`config.mk`:
```
export PLATFORM = sky130hd
export DESIGN_NAME = wptr_full
export DESIGN_NICKNAME = d
export VERILOG_FILES = /design/src/rtl/fifo_pkg.sv /design/src/rtl/gray2bin.sv /design/src/rtl/wptr_full.sv
export SDC_FILE = /design/constraint.sdc
export NUM_CORES = 1
export LEC_CHECK = 0
export ABC_AREA = 1
export BUFFER_PORTS_ARGS = -buffer_cell sky130_fd_sc_hd__buf_2
export CAP_MARGIN = 15
export CORE_ASPECT_RATIO = 0.6
export CORE_UTILIZATION = 35
export CTS_CLUSTER_DIAMETER = 30
export DETAILED_ROUTE_END_ITERATION = 6
export GPL_ROUTABILITY_DRIVEN = 0
export PLACE_DENSITY = 0.68
export SYNTH_ARGS = -nofsm -noshare
export SYNTH_HDL_FRONTEND = slang
export SYNTH_HIERARCHICAL = 1
export SYNTH_SLANG_ARGS = --single-unit
```
`constraint.sdc`:
```
create_clock -name clk -period 3.61 [get_ports clk]
set_clock_uncertainty 0.2 [all_clocks]
set_input_delay 0.5415 -clock clk [delete_from_list [all_inputs] [get_ports clk]]
set_output_delay 0.5415 -clock clk [all_outputs]
set_load 0.01 [all_outputs]
```
`src/rtl/fifo_pkg.sv`:
```
// Shared pointer helpers for the async FIFO write and read pointer stages.
// Gray conversions work on a 32-bit container; narrower pointers are zero-extended.
package fifo_pkg;

    localparam int GRAY_MAX_W = 32;

    function automatic int ptr_width(input int addrsize);
        return addrsize + 1;
    endfunction

    function automatic logic [GRAY_MAX_W-1:0] bin2gray(input logic [GRAY_MAX_W-1:0] bin);
        return bin ^ (bin >> 1);
    endfunction

    function automatic logic [GRAY_MAX_W-1:0] gray2bin(input logic [GRAY_MAX_W-1:0] gray);
        logic [GRAY_MAX_W-1:0] bin;
        bin = '0;
        for (int i = 0; i < GRAY_MAX_W; i++) begin
            bin[i] = ^(gray >> i);
        end
        return bin;
    endfunction

endpackage

```
`src/rtl/gray2bin.sv`:
```
// Combinational Gray-to-binary decoder: each binary bit is the XOR of all
// Gray bits at or above its position.
module gray2bin #(
    parameter int WIDTH = 5
) (
    input  logic [WIDTH-1:0] i_gray,
    output logic [WIDTH-1:0] o_bin
);

    genvar gi;
    generate
        for (gi = 0; gi < WIDTH; gi++) begin : g_bit
            assign o_bin[gi] = ^i_gray[WIDTH-1:gi];
        end
    endgenerate

endmodule

```
`src/rtl/wptr_full.sv`:
```
// Write-domain pointer/status stage of the async FIFO: binary/Gray write pointer,
// full, level and sticky overflow. Define WPTR_ALMOST_FULL_EN for walmost_full.
module wptr_full
    import fifo_pkg::*;
#(
    parameter int addrsize = 4
) (
    input  logic                clk,
    input  logic                rst_n,
    input  logic                winc,
    input  logic [addrsize:0]   wq2_rptr,
    input  logic                wovf_clr,
`ifdef WPTR_ALMOST_FULL_EN
    input  logic [addrsize:0]   afull_thresh,
    output logic                walmost_full,
`endif
    output logic [addrsize:0]   wptr,
    output logic [addrsize-1:0] waddr,
    output logic                wen,
    output logic                wfull,
    output logic [addrsize:0]   wlevel,
    output logic                wovf
);

    localparam int PTR_W = ptr_width(addrsize);

    logic [PTR_W-1:0] r_wbin;
    logic [PTR_W-1:0] r_wptr;
    logic             r_wfull;
    logic [PTR_W-1:0] r_wlevel;
    logic             r_wovf;

    logic             w_accept;
    logic [PTR_W-1:0] w_wbinnext;
    logic [PTR_W-1:0] w_wgraynext;
    logic [PTR_W-1:0] w_rbin_s;
    logic [PTR_W-1:0] w_full_match;
    logic [PTR_W-1:0] w_level_next;

    gray2bin #(
        .WIDTH (PTR_W)
    ) u_rptr_dec (
        .i_gray (wq2_rptr),
        .o_bin  (w_rbin_s)
    );

    assign w_accept     = winc & ~r_wfull;
    assign w_wbinnext   = r_wbin + PTR_W'(w_accept);
    assign w_wgraynext  = (w_wbinnext >> 1) ^ w_wbinnext;
    // A full FIFO's Gray write pointer equals the read pointer with its top two bits inverted.
    assign w_full_match = {~wq2_rptr[addrsize:addrsize-1], wq2_rptr[addrsize-2:0]};
    assign w_level_next = w_wbinnext - w_rbin_s;

    always_ff @(posedge clk or negedge rst_n) begin
        if (!rst_n) begin
            r_wbin   <= '0;
            r_wptr   <= '0;
            r_wfull  <= 1'b0;
            r_wlevel <= '0;
            r_wovf   <= 1'b0;
        end else begin
            r_wbin   <= w_wbinnext;
            r_wptr   <= w_wgraynext;
            r_wfull  <= (w_wgraynext == w_full_match);
            r_wlevel <= w_level_next;
            if (winc && r_wfull) begin
                r_wovf <= 1'b1;
            end else if (wovf_clr) begin
                r_wovf <= 1'b0;
            end
        end
    end

`ifdef WPTR_ALMOST_FULL_EN
    logic r_walmost_full;

    always_ff @(posedge clk or negedge rst_n) begin
        if (!rst_n) begin
            r_walmost_full <= 1'b0;
        end else begin
            r_walmost_full <= (w_level_next >= afull_thresh);
        end
    end

    assign walmost_full = r_walmost_full;
`endif

    assign wptr   = r_wptr;
    assign waddr  = r_wbin[addrsize-1:0];
    assign wen    = w_accept;
    assign wfull  = r_wfull;
    assign wlevel = r_wlevel;
    assign wovf   = r_wovf;

endmodule

```
**After elaboration in Yosys (flattened, before gate mapping)**

Cells that the tools add are included.

- Logic and storage cells: 20
- Input bits: 9
- Output and inout bits: 17
- Register bits after elaboration: 17

- Bitwise logic cells: 4
- $add $sub $neg: 2
- Equality and inequality tests: 1
- Mux-type cells: 2
- Reduce and logical (&&, ||, !) cells: 6

Operators with widths:

| operator | number |
|---|---|
| adder 5 x 1 -> 5 bit | 1 |
| == test 5 bit | 1 |
| XOR reduction 5 bit | 1 |
| subtractor 5 bit | 1 |
| XOR 4 x 5 -> 5 bit | 1 |
| XOR reduction 4 bit | 1 |
| XOR reduction 3 bit | 1 |
| two-way mux 1 bit | 2 |
| NOT 2 bit | 1 |
| nonzero test 2 bit | 1 |
| XOR reduction 2 bit | 1 |
| bitwise AND 1 bit | 1 |
| logical AND 1 bit | 1 |
| NOT 1 bit | 1 |

**Longest topological paths before layout**

Gate-level depths: netlist (run 1).

- Word-level depth: 5
- Mapped depth: 15
- Gate-level depth less buffers: 15

**Modules after synthesis**

The synthesis (run 1) kept the hierarchy.

By module, submodules not included:

| module | times used | area an instance (µm²) | seq. area each (µm²) | cells each |
|---|---|---|---|---|
| wptr_full | 1 | 888.4 | 400.4 | 109 |
| gray2bin | 1 | 133.9 | 0.0 | 27 |

**Least setup slack after synthesis (run 1)**

No wires, ideal clock.

- Kind: input to register
- Start: input winc
- End: register r_wlevel[4] (netlist: wlevel[4])
- Setup time: 118 ps
- Required time: 3,292 ps
- Slack: 1,094 ps
- Arrival: 2,198 ps
- Path buffers: 0
- Cell stages on the path: 10
- Cells stage by stage: inv_1 > nor2_1 > ha_1 > ha_1 > fa_1 > a21oi_1 > nand2_1 > nand2_1 > and2_1 > nor2_2

- Word-level cells in the longest chain between the ends: 3

Ends and longest elaborated chain:

| what | RTL line | RTL |
|---|---|---|
| from (decl) | wptr_full.sv:10 | `input logic winc,` |
| bitwise AND 1 bit | wptr_full.sv:47 | `assign w_accept = winc & ~r_wfull;` |
| named net wen | wptr_full.sv:19 | `output logic wen,` |
| adder 5 x 1 -> 5 bit | wptr_full.sv:48 | `assign w_wbinnext = r_wbin + PTR_W'(w_accept);` |
| named net w_wbinnext[1] | wptr_full.sv:34 | `logic [PTR_W-1:0] w_wbinnext;` |
| subtractor 5 bit | wptr_full.sv:52 | `assign w_level_next = w_wbinnext - w_rbin_s;` |
| named net w_level_next[4] | wptr_full.sv:38 | `logic [PTR_W-1:0] w_level_next;` |
| to (signal assigned) | wptr_full.sv:65 | `r_wlevel <= w_level_next;` |
| to (decl) | wptr_full.sv:30 | `logic [PTR_W-1:0] r_wlevel;` |

The timed path passes the listed nets, and every way through them passes these cells.
A chain may end at the register's enable or synchronous reset.

**Final worst setup path (run 1)**

- Start: register r_wfull (netlist: wfull)
- End: register r_wlevel[4] (netlist: wlevel[4])

- Word-level cells in the longest chain between the ends: 4

Ends and longest elaborated chain:

| what | RTL line | RTL |
|---|---|---|
| from (decl) | wptr_full.sv:29 | `logic r_wfull;` |
| from (signal assigned) | wptr_full.sv:64 | `r_wfull <= (w_wgraynext == w_full_match);` |
| NOT 1 bit | wptr_full.sv:47 |  |
| bitwise AND 1 bit | wptr_full.sv:47 |  |
| adder 5 x 1 -> 5 bit | wptr_full.sv:48 |  |
| subtractor 5 bit | wptr_full.sv:52 |  |
| named net w_level_next[4] | wptr_full.sv:38 |  |

The timed path passes the listed nets, and every way through them passes these cells.

==> results of run 1 <==
-- kinds of logic (layout without fill, tap and decap cells) --
| group | count (synthesis) | after routing |
|---|---|---|
| and+or+nand+nor | 82 | 82 |
| DFF | 16 | 16 |
| xor gates and xnor gates | 3 | 3 |
| AOI/OAI and AO/OA | 3 | 3 |
| buffers and inverters | 26 | 53 |
| adders and majority gates | 6 | 6 |
-- power groups by stage --
stage,Combinational (mW),Sequential [mW],Clock (mW)
final,0.616,0.317,0.133
after global routing,0.715,0.331,0.147
after CTS,0.622,0.318,0.139
after detailed placement,0.621,0.321,0
after global placement,0.601,0.317,0
after floorplan,0.398,0.362,0
-- final timing paths --
path,from,endpoint,slack (ps),depth (start not counted)
worst min register to register,wfull,wovf,320,2
worst max register to register,wfull,wlevel[4],1160,12
min in group clk,wovf_clr,wovf,290,2
worst min-delay path,rst_n,r_wbin[4],-10,1
max in group asynchronous,rst_n,wovf,2960,1
worst max-delay path,wfull,wlevel[4],1160,12
-- cells in the mapped netlist --
cell type / count / area [um^2]
nand3_1: 18 / 90.1
and2_1: 1 / 6.26
nand4_1: 1 / 6.26
nand3_2: 1 / 10.0
nand3b_1: 2 / 15.0
xor2_1: 2 / 17.5
xnor2_1: 1 / 8.76
nand2_1: 45 / 169
nand2_4: 1 / 11.3
inv_1: 23 / 86.3
nor2_2: 1 / 6.26
nand2_2: 5 / 31.3
nor2_1: 5 / 18.8
nand3_4: 1 / 17.5
a21oi_1: 1 / 5.00
ha_1: 5 / 62.6
buf_4: 1 / 7.51
o21ai_0: 1 / 5.00
inv_2: 2 / 7.51
dfrtp_1: 16 / 400
a211oi_1: 1 / 7.51
nand4_2: 1 / 12.5
fa_1: 1 / 20.0
-- area by class of cell --
type	instances	area [um^2]
clock buffer	3	41.3
fill	265	1410
inverter	25	93.8
multi-input combinational	94	520
sequential	16	400
tap	32	40.0
timing repair buffer	25	125
-- layout by cell type, fill, tap and decap left out --
cell type	count
nand4_1	1
xor2_1	2
fa_1	1
buf_2	25
nand2_1	45
nand4_2	1
inv_1	23
nand3_4	1
o21ai_0	1
xnor2_1	1
nor2_1	5
and2_1	1
dfrtp_1	16
a21oi_1	1
nand2_4	1
nand3_2	1
nand2_2	5
a211oi_1	1
ha_1	5
nand3b_1	2
inv_2	2
nand3_1	18
clkbuf_8	3
nor2_2	1
-- routing by layer --
metal  vias up  part of all wire (%)  global-route usage [%]
li1        478                     -                       -
met1       431                    49                    20.3
met2        38                    43                    25.7
met3         4                   6.8                    3.49
met4         0                   1.7                    7.06
met5         -                     0                       0
-- state kept, by name, indices dropped and copies added, names as in the netlist --
register / count
wlevel: 5
wovf: 1
r_wbin: 5
wptr: 4
wfull: 1
-- critical path, stage by stage (launching register included) --
cell	delay, ps
dfrtp_1	390
nor2_1	160
ha_1	240
ha_1	260
inv_1	80
nand2_1	80
nand2_1	110
ha_1	350
a21oi_1	170
nand2_1	70
nand2_1	70
and2_1	140
nor2_2	30
-- stage by stage --
step	total power, mW	hold slack (ps)	setup WS [ps]	instances	instance area, um^2
final	1.07	-9.84	1160	195	1220
after floorplan	0.760	45.9	1090	136	1020
after global placement	0.918	268	1010	192	1180
after global routing	1.19	18.0	958	195	1220
after CTS	1.08	1.79	1170	195	1220
after detailed placement	0.942	275	924	192	1180
==> results.json, run 1 <==
{
  "status": "finished with violations",
  "violations": "negative hold slack",
  "clkTransAtPathRegs_ps": 60,
  "synthAdderAreaFrac_pct": 8.08,
  "drt_iter0_markers": 76,
  "drt_wl_total_um": 2080,
  "whs_ps": -9.84,
  "ir_worst_vdd_v": 0.000231,
  "vias_per_cell": 4.88,
  "firstDrtPassIters": 5,
  "cts_hold_buf": 0,
  "postCtsSetupBuffers": 0,
  "ios": 26,
  "synth_warnings": 6,
  "antenna_found_initial": 0,
  "seqPwrFrac_pct": 29.7,
  "cts-resized-gates": 0,
  "cts.sinks": 16,
  "avgSynthCellArea_um2": 7.52,
  "hp-class": "in2async",
  "diodes": 0,
  "cp_data_required_time_ps": 3560,
  "cts_htree_levels": 1,
  "clkPwrFrac_pct": 12.5,
  "start_util_pct": 38.9,
  "power.share.switching_pct": 45.6,
  "p_int_mw": 0.580,
  "die_x_um": 71.8,
  "synthCells": 136,
  "port_buffers": 25,
  "die_h_um": 43.9,
  "finish.utilization_pct": 46.5,
  "clk_latency_ps": 250,
  "comb_power_share_pct": 57.8,
  "drc_errors": 0,
  "p_leak_nw": 0.718,
  "grt_pass1_vias": 858,
  "final-setup-viol-count": 0,
  "nets": 180,
  "hold_violations": 16,
  "max-clock-path-buffers": 2,
  "period_share_pct": 67.9,
  "max_clock_freq_mhz": 408,
  "syn-num-nets": 151,
  "period_needed_ps": 2450,
  "layout-drive-gt1-share_pct": 24.5,
  "p_sw_mw": 0.485,
  "synth_seq_cells": 16,
  "ys_seq_area_share_pct": 39.2,
  "wl_per_cell_um": 10.7,
  "coreArea_um2": 2630,
  "rsz0062_at_grt": "no",
  "cts_buffers": 3,
  "synth.distinct_cells": 23,
  "synthMuxAreaShare_pct": 0,
  "grt_pass1_wl_um": 3640,
  "crit_path_end_kind": "flip-flop",
  "antenna_left": 0,
  "cts-root-buf": "clkbuf_8",
  "power_density_nw_per_um2": 873,
  "syn_area_um2": 1020,
  "cp-start-kind": "flip-flop",
  "grt-ovfl-total": 0,
  "relSlewSlack_pct": 76.5,
  "tritoncts": "built",
  "synth_top_family_by_area": "simple AND/OR/NAND/NOR gates",
  "synthSimpleGateAreaFrac_pct": 38.6,
  "cap_viol_max_count": 0,
  "syn2layout_area_growth_pct": 19.5,
  "grt.total_usage_pct": 15.7,
  "hpwl_um": 1710,
  "vias": 951,
  "crit_type": "reg2reg",
  "crit_fanout": 5,
  "dieArea_um2": 3150,
  "fin_setup_tns_ps": 0,
  "drv_slew": 0,
  "synth_compound_area_share_pct": 1.71,
  "num_rows": 14,
  "grt_max_degree": 17,
  "synth_xor_area_share_pct": 2.57,
  "arrival_ps": 2390,
  "tightest_slew_ps": 353
}
Note: power is estimated with default switching activity, not from simulation.
==> run 2, diff against run 1 <==
--- a/config.mk
+++ b/config.mk
@@ -13,7 +13,7 @@
 export CTS_CLUSTER_DIAMETER = 30
 export DETAILED_ROUTE_END_ITERATION = 6
 export GPL_ROUTABILITY_DRIVEN = 0
-export PLACE_DENSITY = 0.68
+export PLACE_DENSITY = 0.7
 export SYNTH_ARGS = -nofsm -noshare
 export SYNTH_HDL_FRONTEND = slang
 export SYNTH_HIERARCHICAL = 1
==> constraint.sdc (replaced) <==
create_clock -name clk -period 2.2 [get_ports clk]
set_clock_uncertainty 0.2 [all_clocks]
set_input_delay 0.33 -clock clk [delete_from_list [all_inputs] [get_ports clk]]
set_output_delay 0.33 -clock clk [all_outputs]
set_load 0.01 [all_outputs]
==> run 2 against run 1 <==
Against the previous run:
- the run now ends clean
- combinational power increased by 130%
- die area unchanged
- power increased by 100%
- first-iteration DRC count fell by 67%
- global-route usage is 1.0 points higher
- sequential power increased by 69%
- cell area grew 16%
- worst setup slack worse by 1100 ps
- final cell count up 7.2%
- via count grew 3.2%
- sequential share of layout area down 4.6 points
- maximum frequency increased by 13%
==> results.json, run 2 (synthesized netlist as in run 1, its figures left out) <==
{
  "p_leak_nw": 0.790,
  "ios": 26,
  "p_sw_mw": 0.981,
  "rsz0062_at_grt": "yes",
  "grt.total_usage_pct": 16.8,
  "dp_slack_ps": -123,
  "port_buffers": 25,
  "n_fill_cell": 263,
  "ir_worst_vdd_v": 0.000467,
  "vias_per_cell": 4.69,
  "crit_fanout": 4,
  "start_util_pct": 38.9,
  "die_h_um": 43.9,
  "dieArea_um2": 3150,
  "comb_power_share_pct": 65.1,
  "die_x_um": 71.8,
  "syn2layout_area_growth_pct": 38.9,
  "clk_latency_ps": 250,
  "antenna_left": 0,
  "layout-drive-gt1-share_pct": 38.4,
  "grt-ovfl-total": 0,
  "critPathBufInv": 1,
  "vias": 981,
  "total_power_mw": 2.17,
  "critPathTopFamily": "adder cells",
  "cpPeakStageDelay_ps": 410,
  "cts_htree_levels": 1,
  "grt_max_degree": 17,
  "seqPwrFrac_pct": 24.6,
  "drt_iter0_markers": 25,
  "final-setup-viol-count": 0,
  "status": "completed",
  "clkPwrFrac_pct": 10.3,
  "multiInputGateArea_um2": 609,
  "cap_viol_max_count": 0,
  "cts.sinks": 16,
  "dp_cells": 202,
  "clkTransAtPathRegs_ps": 60,
  "num_rows": 14,
  "drc_errors": 0,
  "max-clock-path-buffers": 2,
  "max_clock_freq_mhz": 462,
  "diodes": 0,
  "tightest_slew_ps": 366,
  "layout_commonest_cell": "nand2_1",
  "whs_ps": 83.5,
  "crit_type": "reg2reg",
  "crit_path_end_kind": "flip-flop",
  "cts-root-buf": "clkbuf_8",
  "firstDrtPassIters": 4,
  "hpwl_um": 1880,
  "nets": 194,
  "grt_pass1_wl_um": 3840,
  "arrival_ps": 2130,
  "crit_top_cell": "ha_4",
  "coreArea_um2": 2630,
  "p_int_mw": 1.19,
  "cp-start-kind": "flip-flop",
  "instances_no_fill": 209,
  "hold_violations": 0,
  "hp-class": "in2reg",
  "period_share_pct": 98.4,
  "power_density_nw_per_um2": 1530,
  "tritoncts": "built",
  "period_needed_ps": 2170,
  "grt_pass1_vias": 884,
  "cts_buffers": 3,
  "wl_per_cell_um": 12.4,
  "path_cells": "nor2_4 > ha_4 > ha_4 > inv_2 > nand2_4 > nand2_4 > ha_4 > nand2_2 > nor2_2 > a211oi_2 > xor2_1",
  "dpl_cell_area_um2": 1280,
  "relSlewSlack_pct": 75.6,
  "drv_slew": 0,
  "power.share.switching_pct": 45.1,
  "slowest_stage": "dfrtp_1",
  "seqCellArea_um2": 400,
  "drt_wl_total_um": 2590,
  "antenna_found_initial": 0,
  "design_area_um2": 1420,
  "layout_common_cells": "nand2_1 (42), buf_2 (25), inv_1 (20), nand3_1 (18), dfrtp_1 (16)",
  "finalWorstSetupSlack_ps": 35.0,
  "cp_data_required_time_ps": 2170
}
## run 2: worst register-to-register path, cell delays in order, from the launching register on
cell and delay [ps]:
dfrtp_1 410, nor2_4 150, ha_4 160, ha_4 150
inv_2 50, nand2_4 60, nand2_4 70, ha_4 270
nand2_2 70, nor2_2 40, a211oi_2 230, xor2_1 200
## run 2: layout make-up
cell class | instances | area share (%)
clock buffer | 3 | 2.91
inverter | 25 | 6.78
multi-input combinational | 94 | 42.9
sequential | 16 | 28.2
tap | 32 | 2.82
timing repair buffer | 39 | 16.4
## run 2: routing by layer
metal / wire length [um] / part of all wire, % / vias up / GRT usage, %
met1: 1180 / 46 / 454 / 20.9
met5: 0 / 0 / - / 0
met4: 8 / 0.31 / 0 / 5.88
met2: 1310 / 51 / 22 / 28.7
li1: - / - / 503 / -
met3: 84 / 3.2 / 2 / 4.19
## run 2: per-stage QoR
step	util (%)	setup TNS, ps
2_1_floorplan	-	0
3_3_place_gp	48.7	-0.953
3_5_place_dp	48.7	-196
4_1_cts	51.1	0
5_1_grt	54.0	-53.3
6_report	54.0	0
## run 2: power by group through the flow
stage	sequential, mW	clock, mW	combinational [mW]
after floorplan	0.601	0	0.676
after global placement	0.527	0	1.11
after detailed placement	0.534	0	1.17
after CTS	0.528	0.231	1.19
after global routing	0.558	0.243	1.56
final	0.536	0.223	1.42
## run 2: timing repair
| item | in CTS | in global routing |
|---|---|---|
| hold buffers | 1 | 0 |
| gates resized for setup | 1 | 15 |
| cloned | 0 | 0 |
| endpoints found under the hold margin | 16 | 0 |
| setup endpoints to repair | 2 | 3 |
| pin swaps | 1 | 9 |
| setup buffers | 0 | 3 |
## run 2: path summary, 6_finish.rpt
check / from / end / slack (ps) / cells past startpoint
max: wfull / wlevel[3] / 30 / 11
min: wovf_clr / wovf / 80 / 2
max reg2reg: wfull / wlevel[3] / 30 / 11
min reg2reg: wovf / wovf / 350 / 2
max in group asynchronous: rst_n / wlevel[3] / 1210 / 2
min in group asynchronous: rst_n / wlevel[0] / 320 / 2
==> run 3, diff against run 2 <==
--- a/config.mk
+++ b/config.mk
@@ -9,11 +9,11 @@
 export BUFFER_PORTS_ARGS = -buffer_cell sky130_fd_sc_hd__buf_2
 export CAP_MARGIN = 15
 export CORE_ASPECT_RATIO = 0.6
-export CORE_UTILIZATION = 35
+export CORE_UTILIZATION = 25
 export CTS_CLUSTER_DIAMETER = 30
 export DETAILED_ROUTE_END_ITERATION = 6
 export GPL_ROUTABILITY_DRIVEN = 0
-export PLACE_DENSITY = 0.7
+export PLACE_DENSITY = 0.56
 export SYNTH_ARGS = -nofsm -noshare
 export SYNTH_HDL_FRONTEND = slang
 export SYNTH_HIERARCHICAL = 1
==> run 3 against run 2 <==
Against the previous run:
- the run now ends with design-rule violations left
- worst hold slack got worse by 7.8 ps
- via count fell by 3.7%
- combinational power fell by 6%
- wire length fell by 11%
- register-to-register slack improved by 50 ps
- final cell count rose by 9.1%
- worst setup slack improved by 49 ps
- maximum frequency rose by 2.3%
- first-iteration DRC count rose by 130%
- critical path type unchanged
- critical endpoint is now wlevel[4]
==> results.json, run 3 (synthesized netlist as in run 1, its figures left out) <==
{
  "crit_type": "reg2reg",
  "wl_per_cell_um": 10.1,
  "layout_commonest_cell": "nand2_1",
  "tightest_slew_ps": 357,
  "seqCellArea_um2": 400,
  "drv_slew": 0,
  "instances_no_fill": 228,
  "cp-start-kind": "flip-flop",
  "ir_worst_vdd_v": 0.000330,
  "grt_pass1_vias": 777,
  "antenna_found_initial": 0,
  "antenna_left": 0,
  "p_leak_nw": 0.807,
  "grt.total_usage_pct": 11.0,
  "port_buffers": 25,
  "vias_per_cell": 4.14,
  "crit_fanout": 3,
  "hold_violations": 0,
  "dieArea_um2": 4360,
  "clk_latency_ps": 250,
  "num_rows": 17,
  "max-clock-path-buffers": 2,
  "nets": 197,
  "dp_cells": 223,
  "total_power_mw": 2.13,
  "cap_viol_max_count": 0,
  "syn2layout_area_growth_pct": 43.1,
  "hpwl_um": 1890,
  "dpl_cell_area_um2": 1340,
  "n_fill_cell": 402,
  "max_clock_freq_mhz": 473,
  "firstDrtPassIters": 7,
  "vias": 945,
  "postCtsSetupBuffers": 0,
  "cts_htree_levels": 1,
  "period_share_pct": 96.2,
  "arrival_ps": 2060,
  "tritoncts": "built",
  "grt_max_degree": 17,
  "violations": "design-rule violations",
  "layout_common_cells": "nand2_1 (45), buf_2 (25), inv_1 (21), nand3_1 (18)",
  "drt_iter0_markers": 58,
  "grt-ovfl-total": 0,
  "cp_data_required_time_ps": 2150,
  "coreArea_um2": 3790,
  "finalWorstSetupSlack_ps": 84.1,
  "die_x_um": 84.6,
  "status": "finished with violations",
  "die_h_um": 51.5,
  "multiInputGateArea_um2": 597,
  "power_density_nw_per_um2": 1460,
  "ios": 26,
  "relSlewSlack_pct": 76.2,
  "period_needed_ps": 2120,
  "cts.sinks": 16,
  "hp-class": "in2reg",
  "cts_buffers": 3,
  "final-setup-viol-count": 0,
  "crit_path_end_kind": "flip-flop",
  "design_area_um2": 1460,
  "diodes": 0,
  "clkTransAtPathRegs_ps": 60,
  "drc_errors": 6,
  "dp_slack_ps": -69.2,
  "grt_pass1_wl_um": 3640,
  "cts-root-buf": "clkbuf_8",
  "layout-drive-gt1-share_pct": 38.7,
  "start_util_pct": 27.0,
  "drt_wl_total_um": 2300
}
run 3: cell types whose count changed in the layout (fill, tap and decap cells not counted):
cell | previous run | this run
nand2_4 | 3 | 1
inv_1 | 20 | 21
and2_4 | 0 | 1
nand2_2 | 6 | 5
and2_1 | 1 | 0
nor2_1 | 3 | 2
buf_4 | 13 | 16
nor2_2 | 2 | 3
inv_2 | 4 | 3
clkbuf_8 | 3 | 4
nand2_1 | 42 | 45
run 3: layer usage:
| layer | wire length (um) | track usage [%] | share of wire (%) | up-vias |
|---|---|---|---|---|
| li1 | - | - | - | 510 |
| met1 | 1290 | 16.7 | 56 | 404 |
| met2 | 850 | 15.0 | 37 | 29 |
| met3 | 156 | 3.81 | 6.8 | 2 |
| met4 | 8 | 1.69 | 0.35 | 0 |
| met5 | 0 | 0 | 0 | - |
run 3: layout make-up:
cell class / count / area share [%]
Multi-Input combinational cell: 94 / 40.8
Sequential cell: 16 / 27.4
Timing Repair Buffer: 42 / 17.5
Inverter: 25 / 6.59
Tap cell: 47 / 4.02
Clock buffer: 4 / 3.76
run 3: power by group:
part | total [mW] | internal (mW) | switching [mW]
combinational | 1.34 | 0.615 | 0.722
sequential | 0.537 | 0.443 | 0.0943
clock | 0.258 | 0.159 | 0.0995
run 3: repair_timing:
action                     CTS  global route
pin swaps                    0             5
hold endpoints to repair    16             0
setup endpoints to repair    1             3
gates resized for setup      1            11
hold buffers                 1             0
run 3: worst max-delay path: stages, from the launching register on:
cell and delay (ps):
dfrtp_1 410, nor2_4 150, ha_4 220, inv_4 70, ha_4 130, inv_1 50, fa_2 360, a21oi_2 120
nand2_1 60, nand2_1 70, and2_4 140, nor2_2 30
run 3: final timing paths:
path,startpoint,end,slack (ps),depth (start not counted)
hold reg to reg,wovf,wovf,320,2
max in group asynchronous,rst_n,wlevel[3],1220,2
setup / recovery,wfull,wlevel[4],80,11
setup reg to reg,wfull,wlevel[4],80,11
min in group asynchronous,rst_n,r_wbin[1],310,2
hold / removal,wovf_clr,wovf,80,2
run 3: metrics by stage:
stage               utilization (%)  TNS (ps)  hold slack [ps]
floorplan                         -         0             -166
global placement               35.5     -82.2             66.7
detailed placement             35.5      -133             70.0
CTS                            37.3         0             72.7
global route                   38.6     -5.31             95.2
finish                         38.6         0             75.7
